`src/rtl/neck_signal_shaper.sv`:
```
// Qualifies the raw necking flag on ADC strobes and emits one fixed-width pulse per confirmed event.
// Latency: neck_out rises 1 clk after the confirming strobe; all outputs are registered.
// No backpressure: strobe-driven input, free-running output; en_shaper low aborts to IDLE.
module neck_signal_shaper #(
    parameter int CONFIRM_N      = 3,
    parameter int PULSE_CYCLES   = 2000,
    parameter int HOLDOFF_CYCLES = 100000,
    parameter int CNT_W          = 16
) (
    input  logic             clk,
    input  logic             rst,
    input  logic             en_shaper,
    input  logic             sample_valid,
    input  logic             neck_raw,
    output logic             neck_out,
    output logic             neck_busy,
    output logic [CNT_W-1:0] event_cnt
);

    localparam int MAX_WIN = (PULSE_CYCLES > HOLDOFF_CYCLES) ? PULSE_CYCLES : HOLDOFF_CYCLES;
    localparam int CYC_W   = $clog2(MAX_WIN + 1);
    localparam int CONF_W  = $clog2(CONFIRM_N + 1);

    // Terminal counts: a window of N cycles runs its counter 0..N-1.
    localparam logic [CYC_W-1:0]  PULSE_LAST = CYC_W'(PULSE_CYCLES - 1);
    localparam logic [CYC_W-1:0]  HOLD_LAST  = CYC_W'(HOLDOFF_CYCLES - 1);
    localparam logic [CONF_W-1:0] CONF_LAST  = CONF_W'(CONFIRM_N - 1);
    localparam logic [CNT_W-1:0]  CNT_MAX    = {CNT_W{1'b1}};

    typedef enum logic [2:0] {
        S_IDLE,
        S_CONFIRM,
        S_PULSE,
        S_HOLDOFF,
        S_REARM
    } state_t;

    state_t            state_q, state_d;
    logic [CONF_W-1:0] conf_q, conf_d;
    logic [CYC_W-1:0]  cyc_q, cyc_d;
    logic [CNT_W-1:0]  cnt_q, cnt_d;
    logic              out_q;
    logic              busy_q;
    logic              enter_pulse;

    // Next-state logic: strobe qualification, pulse/hold-off timing, event counting.
    always_comb begin
        state_d     = state_q;
        conf_d      = conf_q;
        cyc_d       = cyc_q;
        cnt_d       = cnt_q;
        enter_pulse = 1'b0;

        if (!en_shaper) begin
            // Abort: drop everything except the diagnostic event count.
            state_d = S_IDLE;
            conf_d  = '0;
            cyc_d   = '0;
        end else begin
            unique case (state_q)
                S_IDLE: begin
                    if (sample_valid && neck_raw) begin
                        if (CONFIRM_N == 1) begin
                            enter_pulse = 1'b1;
                        end else begin
                            conf_d  = CONF_W'(1);
                            state_d = S_CONFIRM;
                        end
                    end
                end
                S_CONFIRM: begin
                    if (sample_valid) begin
                        if (!neck_raw) begin
                            conf_d  = '0;
                            state_d = S_IDLE;
                        end else if (conf_q == CONF_LAST) begin
                            enter_pulse = 1'b1;
                        end else begin
                            conf_d = conf_q + CONF_W'(1);
                        end
                    end
                end
                S_PULSE: begin
                    if (cyc_q == PULSE_LAST) begin
                        cyc_d   = '0;
                        state_d = S_HOLDOFF;
                    end else begin
                        cyc_d = cyc_q + CYC_W'(1);
                    end
                end
                S_HOLDOFF: begin
                    // Raw flag and strobes are deliberately blind here.
                    if (cyc_q == HOLD_LAST) begin
                        cyc_d   = '0;
                        state_d = S_REARM;
                    end else begin
                        cyc_d = cyc_q + CYC_W'(1);
                    end
                end
                S_REARM: begin
                    // Only a sampled low re-arms, so a stuck-high flag fires once.
                    if (sample_valid && !neck_raw) begin
                        state_d = S_IDLE;
                    end
                end
                default: begin
                    state_d = S_IDLE;
                    conf_d  = '0;
                    cyc_d   = '0;
                end
            endcase

            if (enter_pulse) begin
                state_d = S_PULSE;
                conf_d  = '0;
                cyc_d   = '0;
                cnt_d   = (cnt_q == CNT_MAX) ? cnt_q : cnt_q + CNT_W'(1);
            end
        end
    end

    // State and output registers; outputs are decoded from next state so they align with state.
    always_ff @(posedge clk) begin
        if (rst) begin
            state_q <= S_IDLE;
            conf_q  <= '0;
            cyc_q   <= '0;
            cnt_q   <= '0;
            out_q   <= 1'b0;
            busy_q  <= 1'b0;
        end else begin
            state_q <= state_d;
            conf_q  <= conf_d;
            cyc_q   <= cyc_d;
            cnt_q   <= cnt_d;
            out_q   <= (state_d == S_PULSE);
            busy_q  <= (state_d != S_IDLE);
        end
    end

    assign neck_out  = out_q;
    assign neck_busy = busy_q;
    assign event_cnt = cnt_q;

endmodule

```
`config.mk`:
```
export PLATFORM = sky130hd
export DESIGN_NAME = neck_signal_shaper
export DESIGN_NICKNAME = d
export VERILOG_FILES = /design/src/rtl/neck_signal_shaper.sv
export SDC_FILE = /design/constraint.sdc
export NUM_CORES = 1
export LEC_CHECK = 0
export CORE_AREA = 2 2 64 66
export CTS_CLUSTER_SIZE = 8
export DETAILED_ROUTE_END_ITERATION = 12
export DIE_AREA = 0 0 66 68
export PLACE_DENSITY_LB_ADDON = 0.12
export RECOVER_POWER = 25
export SLEW_MARGIN = 10
export SYNTH_ARGS = -nofsm -noshare
export SYNTH_HDL_FRONTEND = slang
export SYNTH_SLANG_ARGS = --single-unit
```
`constraint.sdc`:
```
create_clock -name clk -period 2.08 [get_ports clk]
set_input_delay 0.416 -clock clk [delete_from_list [all_inputs] [get_ports clk]]
set_output_delay 0.416 -clock clk [all_outputs]
set_load 0.01 [all_outputs]
```
==> results of run 1 <==
==> area by class of cell <==
class                           instances  area [um^2]
Tap cell                               50         62.6
Timing Repair Buffer                   39          348
Multi-Input combinational cell        191         1190
Clock buffer                            5         68.8
Fill cell                             371         1330
Sequential cell                        40          801
Inverter                                3         11.3
Clock inverter                          3         42.5
==> worst max path at each step <==
stage / to / slack, ps / depth (start not counted)
floorplan: event_cnt[11]$_SDFFE_PP0P_ / 180 / 7
global placement: event_cnt[11]$_SDFFE_PP0P_ / -100 / 8
detailed placement: event_cnt[11]$_SDFFE_PP0P_ / -130 / 8
CTS: event_cnt[11]$_SDFFE_PP0P_ / 170 / 8
global route: event_cnt[15]$_SDFFE_PP0P_ / 50 / 8
finish: event_cnt[11]$_SDFFE_PP0P_ / 180 / 8
==> critical path, stage by stage (launching register included) <==
cell and delay [ps]:
dfxtp_1 320, ha_1 220, and4_4 220, and3_4 200
a2111oi_4 330, buf_4 190, nand4_1 110, xor2_1 140
nor2_1 50
==> cell usage after synthesis (3+ instances only) <==
library cell	n	area, um^2
ha_1	3	37.5
xnor2_1	7	61.3
xor2_1	17	149
nand3_1	19	95.1
dfxtp_1	40	801
nand4_1	9	56.3
o21ai_0	5	25.0
a21oi_1	10	50.1
and3_1	3	18.8
nor2_1	43	161
clkbuf_1	4	15.0
inv_1	3	11.3
a31oi_1	3	18.8
nor3_1	6	30.0
nand2b_1	4	25.0
nand2_1	19	71.3
==> power groups by stage <==
stage	sequential, mW	combinational (mW)	clock (mW)
after detailed placement	0.787	0.0531	0
final	0.769	0.0520	0.629
after global placement	0.787	0.0530	0
after CTS	0.769	0.0532	0.644
after global routing	0.769	0.0590	0.665
after floorplan	0.787	0.0273	0
==> kinds of logic (layout without fill, tap and decap cells) <==
family / after synthesis / in the layout / synth area share [%]
DFF: 40 / 40 / 39.5
AOI/OAI and AO/OA: 28 / 28 / 9.49
adders and majority gates: 3 / 3 / 1.85
muxes: 2 / 2 / 0.986
buffers and inverters: 9 / 50 / 1.79
and+or+nand+nor: 134 / 134 / 36.1
xor gates and xnor gates: 24 / 24 / 10.4
==> sequential cells by signal, indices dropped and copies added, names as in the netlist <==
register and flops:
event_cnt 16, conf_q 2, neck_out 1, neck_busy 1, state_q 3, cyc_q 17
==> per-layer routing <==
layer / GRT usage (%) / vias to the layer above / share of wire [%]
li1: - / 919 / -
met1: 28.7 / 798 / 50
met2: 31.3 / 30 / 45
met3: 3.95 / 5 / 3.9
met4: 8.67 / 0 / 1.7
met5: 0 / - / 0
==> impl_results.md, run 1 <==
* Status: finished, final reports clean
* Normalized max-slew margin at 58.3%
* DR vias at 1752
* Leak at 0.942 nW
* Setup bufs post-CTS at 0
* Crit path from: event_cnt[0]$_SDFFE_PP0P_
* Sw frac at 20.9%
* Core Util, Final at 65.5%
* Net Count, Synth at 248
* Largest net degree at the start of global routing at 20
* Number of max-cap violations at 0
* Final setup vio count at 0
* CP startpoint kind: flip-flop
* WP data required at 2270 ps
* Final slew viol count at 0
* Synth Cell Area at 2030 um^2
* Die width at 66 um
* # rows at 23
* Worst min path class: reg2reg
* Tightest Pin Transition at 626 ps
* Max Freq at 0.526 GHz
* Crit path DAT at 2090 ps
* Total gr overflow at 0
* Syn Inst Count at 240
* Overall Power at 1.45 mW
* Worst VDD drop at 0.000298 V
* Worst-path fanout max at 6
* Hold Path Depth at 2
* Core area at 3860 um^2
* DRT iter0 DRCs at 82
* Total Routing Usage GR at 20.6%
* Clock root buffer master: clkbuf_8
* DRC viols at 0
* Most frequent cells in the layout: nor2_1, dfxtp_1, nand3_1, nand2_1
* Comb pwr share at 3.6%
* Crit. End Element: flip-flop
* Routability Congestion at 0.842
* CTS tree: built
* Layout Cell Area excl Fill at 2530 um^2
* Initial core utilization at 52.6%
* Min Clock Period, post-route at 1900 ps
* RSZ-0062 raised after global routing: false
* P_int at 1.15 mW
* Initial antenna violation count at 0
* Area Growth Syn to Fin at 24.5%
* WS Path Type: reg2reg
* Final TNS setup at 0 ps
* Final setup margin at 178 ps
* Ports at 23
* Die area at 4490 um^2
* Hold buffer count at cts at 0
* Final #Nets at 288
* ANT cells at 0
* Worst-Skew Late Latency at 290 ps
* Clock power frac at 43.4%
* Layout cells sized above 1 at 14.2%
* Final clock skew at 7.17 ps
* Clock H-tree levels at 2
* Die Ht at 68 um
* Pre-CTS setup slack at -130 ps
* P_sw at 302 uW
* #FFs+latches synth at 40
* Synthesis Warnings at 0
* Post-Layout Cell Count at 331
* Ys flop type: dfxtp_1
* Hold slack at 489 ps
* Sequential share of the synthesized area at 39.5%
* Detail Route Antenna Nets at 0
* Fin. Hold Viols at 0
* DP Wirelength at 3140 um
* Total placed cells including tap cells at 323
* Synth cell types at 48
* Vias in the first global route at 1565
* Drt wl/cell at 12.5 um
* First-pass GRT wire length at 7060 um
* Clock Path Buffers at 2
* Area after DPL at 2410 um^2
* FF-to-FF path depth at 8
* Hold EP: conf_q[1]$_SDFFE_PP0P_
* PwrDens at 574 nW/um^2
* R2R Path Start: event_cnt[0]$_SDFFE_PP0P_
* Commonest non-fill, non-tap cell in the layout: nor2_1
* IO Port Bufs at 22
* CTS Sinks at 40
* FF-to-FF End: event_cnt[11]$_SDFFE_PP0P_
* Reg2reg setup slack at 180 ps
* Sequential power share at 53.0%
* Number of synthesized flops with an enable pin at 0
* TritonCTS Buffers at 5
* Fin crit share at 91.4%
* Hold Crit Start: conf_q[1]$_SDFFE_PP0P_
* Post-Route WL at 4150 um
* Via-to-Cell Ratio at 5.29
* TritonRoute pass-1 iters at 4
* # resized after CTS at 0
* Clk slew on worst S/H paths at 80 ps
* Syn avg cell area at 8.46 um^2
* Post-synth ARST share at 0%
Power figures use the tool's default switching activity.
==> inputs of run 2 (changes only) <==
SETUP_SLACK_MARGIN = 0.1   (was not set)
==> run 2 against run 1 <==
Effect of this change:
- worst hold slack hardly changed
- non-clock buffer count is 1 higher
- global-route usage stayed put
- fmax is 1.8% higher
- total power is 0.12% lower
- cell count is 0.30% higher
==> impl_results.md, run 2 (same netlist as run 1, synthesis figures left out) <==
* Worst-Skew Late Latency at 290 ps (about the same)
* Drt wl/cell at 12.6 um (was 12.5 um)
* Area after DPL at 2410 um^2 (unchanged)
* PwrDens at 569 nW/um^2 (was 574 nW/um^2)
* RSZ-0062 raised after global routing: false (unchanged)
* Largest Register: cyc_q (unchanged)
* Max stage delay on crit path at 400 ps (was 330 ps)
* Number of max-cap violations at 0 (unchanged)
* TritonCTS Buffers at 5 (unchanged)
* Hold slack at 489 ps (about the same)
* CTS Sinks at 40 (unchanged)
* Hold Crit Start: conf_q[1]$_SDFFE_PP0P_ (unchanged)
* Hold EP: conf_q[1]$_SDFFE_PP0P_ (unchanged)
* DR vias at 1755 (was 1752)
* Total Routing Usage GR at 20.6% (unchanged)
* Filler cell count at 367 (was 371)
* Initial antenna violation count at 0 (unchanged)
* Detail Route Antenna Nets at 0 (unchanged)
* WP buf/inv at 1 (unchanged)
* Post-Route WL at 4170 um (was 4150 um)
* CTS tree: built (unchanged)
* Fin. Hold Viols at 0 (unchanged)
* Via-to-Cell Ratio at 5.29 (about the same)
* Initial core utilization at 52.6% (unchanged)
* Crit path DAT at 2050 ps (was 2090 ps)
* Final #Nets at 289 (was 288)
* Crit. End Element: flip-flop (unchanged)
* FF-to-FF End: cyc_q[10]$_SDFFE_PP0N_ (was event_cnt[11]$_SDFFE_PP0P_)
* Overall Power at 1.45 mW (about the same)
* WS Path Type: reg2reg (unchanged)
* CP startpoint kind: flip-flop (unchanged)
* Final setup margin at 212 ps (was 178 ps)
* WP data required at 2260 ps (was 2270 ps)
* Clock Path Buffers at 2 (unchanged)
* Leak at 0.937 nW (was 0.942 nW)
* Die Ht at 68 um (unchanged)
* R2R Path Start: cyc_q[5]$_SDFFE_PP0N_ (was event_cnt[0]$_SDFFE_PP0P_)
* Area Growth Syn to Fin at 25.4% (was 24.5%)
* FF-to-FF path depth at 7 (was 8)
* Layout cells sized above 1 at 15.6% (was 14.2%)
* Final clock skew at 7.41 ps (was 7.17 ps)
* Final setup vio count at 0 (unchanged)
* Hold buffer count at cts at 0 (unchanged)
* DRC viols at 0 (unchanged)
* Clock root buffer master: clkbuf_8 (unchanged)
* Routability Congestion at 0.842 (unchanged)
* Most frequent cells in the layout: nor2_1, dfxtp_1, nand3_1, nand2_1, buf_4 (was nor2_1, dfxtp_1, nand3_1, nand2_1)
* CP Cell Sequence: or3_4 -> nor4_4 -> and4bb_2 -> o31ai_1 -> buf_4 -> a22oi_1 -> nor2_1 (was ha_1 -> and4_4 -> and3_4 -> a2111oi_4 -> buf_4 -> nand4_1 -> xor2_1 -> nor2_1)
* Commonest non-fill, non-tap cell in the layout: nor2_1 (unchanged)
* Worst path top cell family by delay: simple AND/OR/NAND/NOR gates (unchanged)
* Ports at 23 (unchanged)
* First-pass GRT wire length at 7060 um (unchanged)
* TritonRoute pass-1 iters at 5 (was 4)
* IO Port Bufs at 22 (unchanged)
* Total gr overflow at 0 (unchanged)
* Worst min path class: reg2reg (unchanged)
* Max Freq at 0.535 GHz (was 0.526 GHz)
* Clk slew on worst S/H paths at 80 ps (about the same)
* Layout Cell Area excl Fill at 2540 um^2 (was 2530 um^2)
* Worst VDD drop at 0.000298 V (about the same)
* Fin crit share at 89.8% (was 91.4%)
* Min Clock Period, post-route at 1870 ps (was 1900 ps)
* Max FFs per register at 17 (unchanged)
* Core area at 3860 um^2 (unchanged)
* Pre-CTS setup slack at -130 ps (unchanged)
* Die area at 4490 um^2 (unchanged)
* Core Util, Final at 66.0% (was 65.5%)
* Final slew viol count at 0 (unchanged)
* Tightest Pin Transition at 627 ps (was 626 ps)
* Normalized max-slew margin at 58.2% (was 58.3%)
* # rows at 23 (unchanged)
* Largest net degree at the start of global routing at 20 (unchanged)
* ANT cells at 0 (unchanged)
* DP Wirelength at 3140 um (unchanged)
* Hold Path Depth at 2 (unchanged)
* Die width at 66 um (unchanged)
* Status: finished, final reports clean (unchanged)
* Reg2reg setup slack at 210 ps (was 180 ps)
* Worst-path fanout max at 4 (was 6)
* Clock H-tree levels at 2 (unchanged)
* Slowest-stage cell, CP: or3_4 (was a2111oi_4)
* DRT iter0 DRCs at 86 (was 82)
* Vias in the first global route at 1565 (unchanged)
[run 2: metrics by stage]
step | setup TNS, ps | cells
6_report | 0 | 332
5_1_grt | 0 | 332
4_1_cts | 0 | 331
3_5_place_dp | -797 | 323
3_3_place_gp | -477 | 323
2_1_floorplan | 0 | 240
[run 2: timing repair]
item                       CTS  global route
gates resized for setup      0             3
setup buffers                0             1
setup endpoints to repair    0             8
[run 2: routing by layer]
metal	track usage, %	part of all wire (%)
met5	0	0
met4	8.67	1.7
met3	3.95	3.6
met2	31.3	45
met1	28.7	50
[run 2: worst max-delay path by stage]
| stage | depth (start not counted) | from | endpoint |
|---|---|---|---|
| 6_report | 7 | cyc_q[5]$_SDFFE_PP0N_ | cyc_q[10]$_SDFFE_PP0N_ |
| 3_3_place_gp | 8 | sample_valid | event_cnt[11]$_SDFFE_PP0P_ |
| 2_1_floorplan | 7 | event_cnt[0]$_SDFFE_PP0P_ | event_cnt[11]$_SDFFE_PP0P_ |
| 5_1_grt | 8 | event_cnt[0]$_SDFFE_PP0P_ | event_cnt[15]$_SDFFE_PP0P_ |
| 4_1_cts | 8 | event_cnt[0]$_SDFFE_PP0P_ | event_cnt[11]$_SDFFE_PP0P_ |
| 3_5_place_dp | 8 | sample_valid | event_cnt[11]$_SDFFE_PP0P_ |
[run 2: worst register-to-register path, delay by kind of cell, from the launching register on]
kind            cells  cell delay, ps
simple gates        4            1020
flops               1             350
compound gates      2             250
buf+inv             1             150
[run 2: area by class of cell]
cell class	count	area, um^2	share of cell area, %
Clock buffer	5	68.8	2.70
Clock inverter	3	42.5	1.67
Inverter	3	11.3	0.442
Multi-Input combinational cell	191	1200	47.3
Sequential cell	40	801	31.5
Tap cell	50	62.6	2.46
Timing Repair Buffer	40	355	14.0
[run 2: power by group]
| part | internal [mW] | total (mW) | switching (mW) |
|---|---|---|---|
| combinational | 0.0250 | 0.0520 | 0.0270 |
| clock | 0.355 | 0.627 | 0.272 |
| sequential | 0.767 | 0.769 | 0.00159 |
| total | 1.15 | 1.45 | 0.301 |
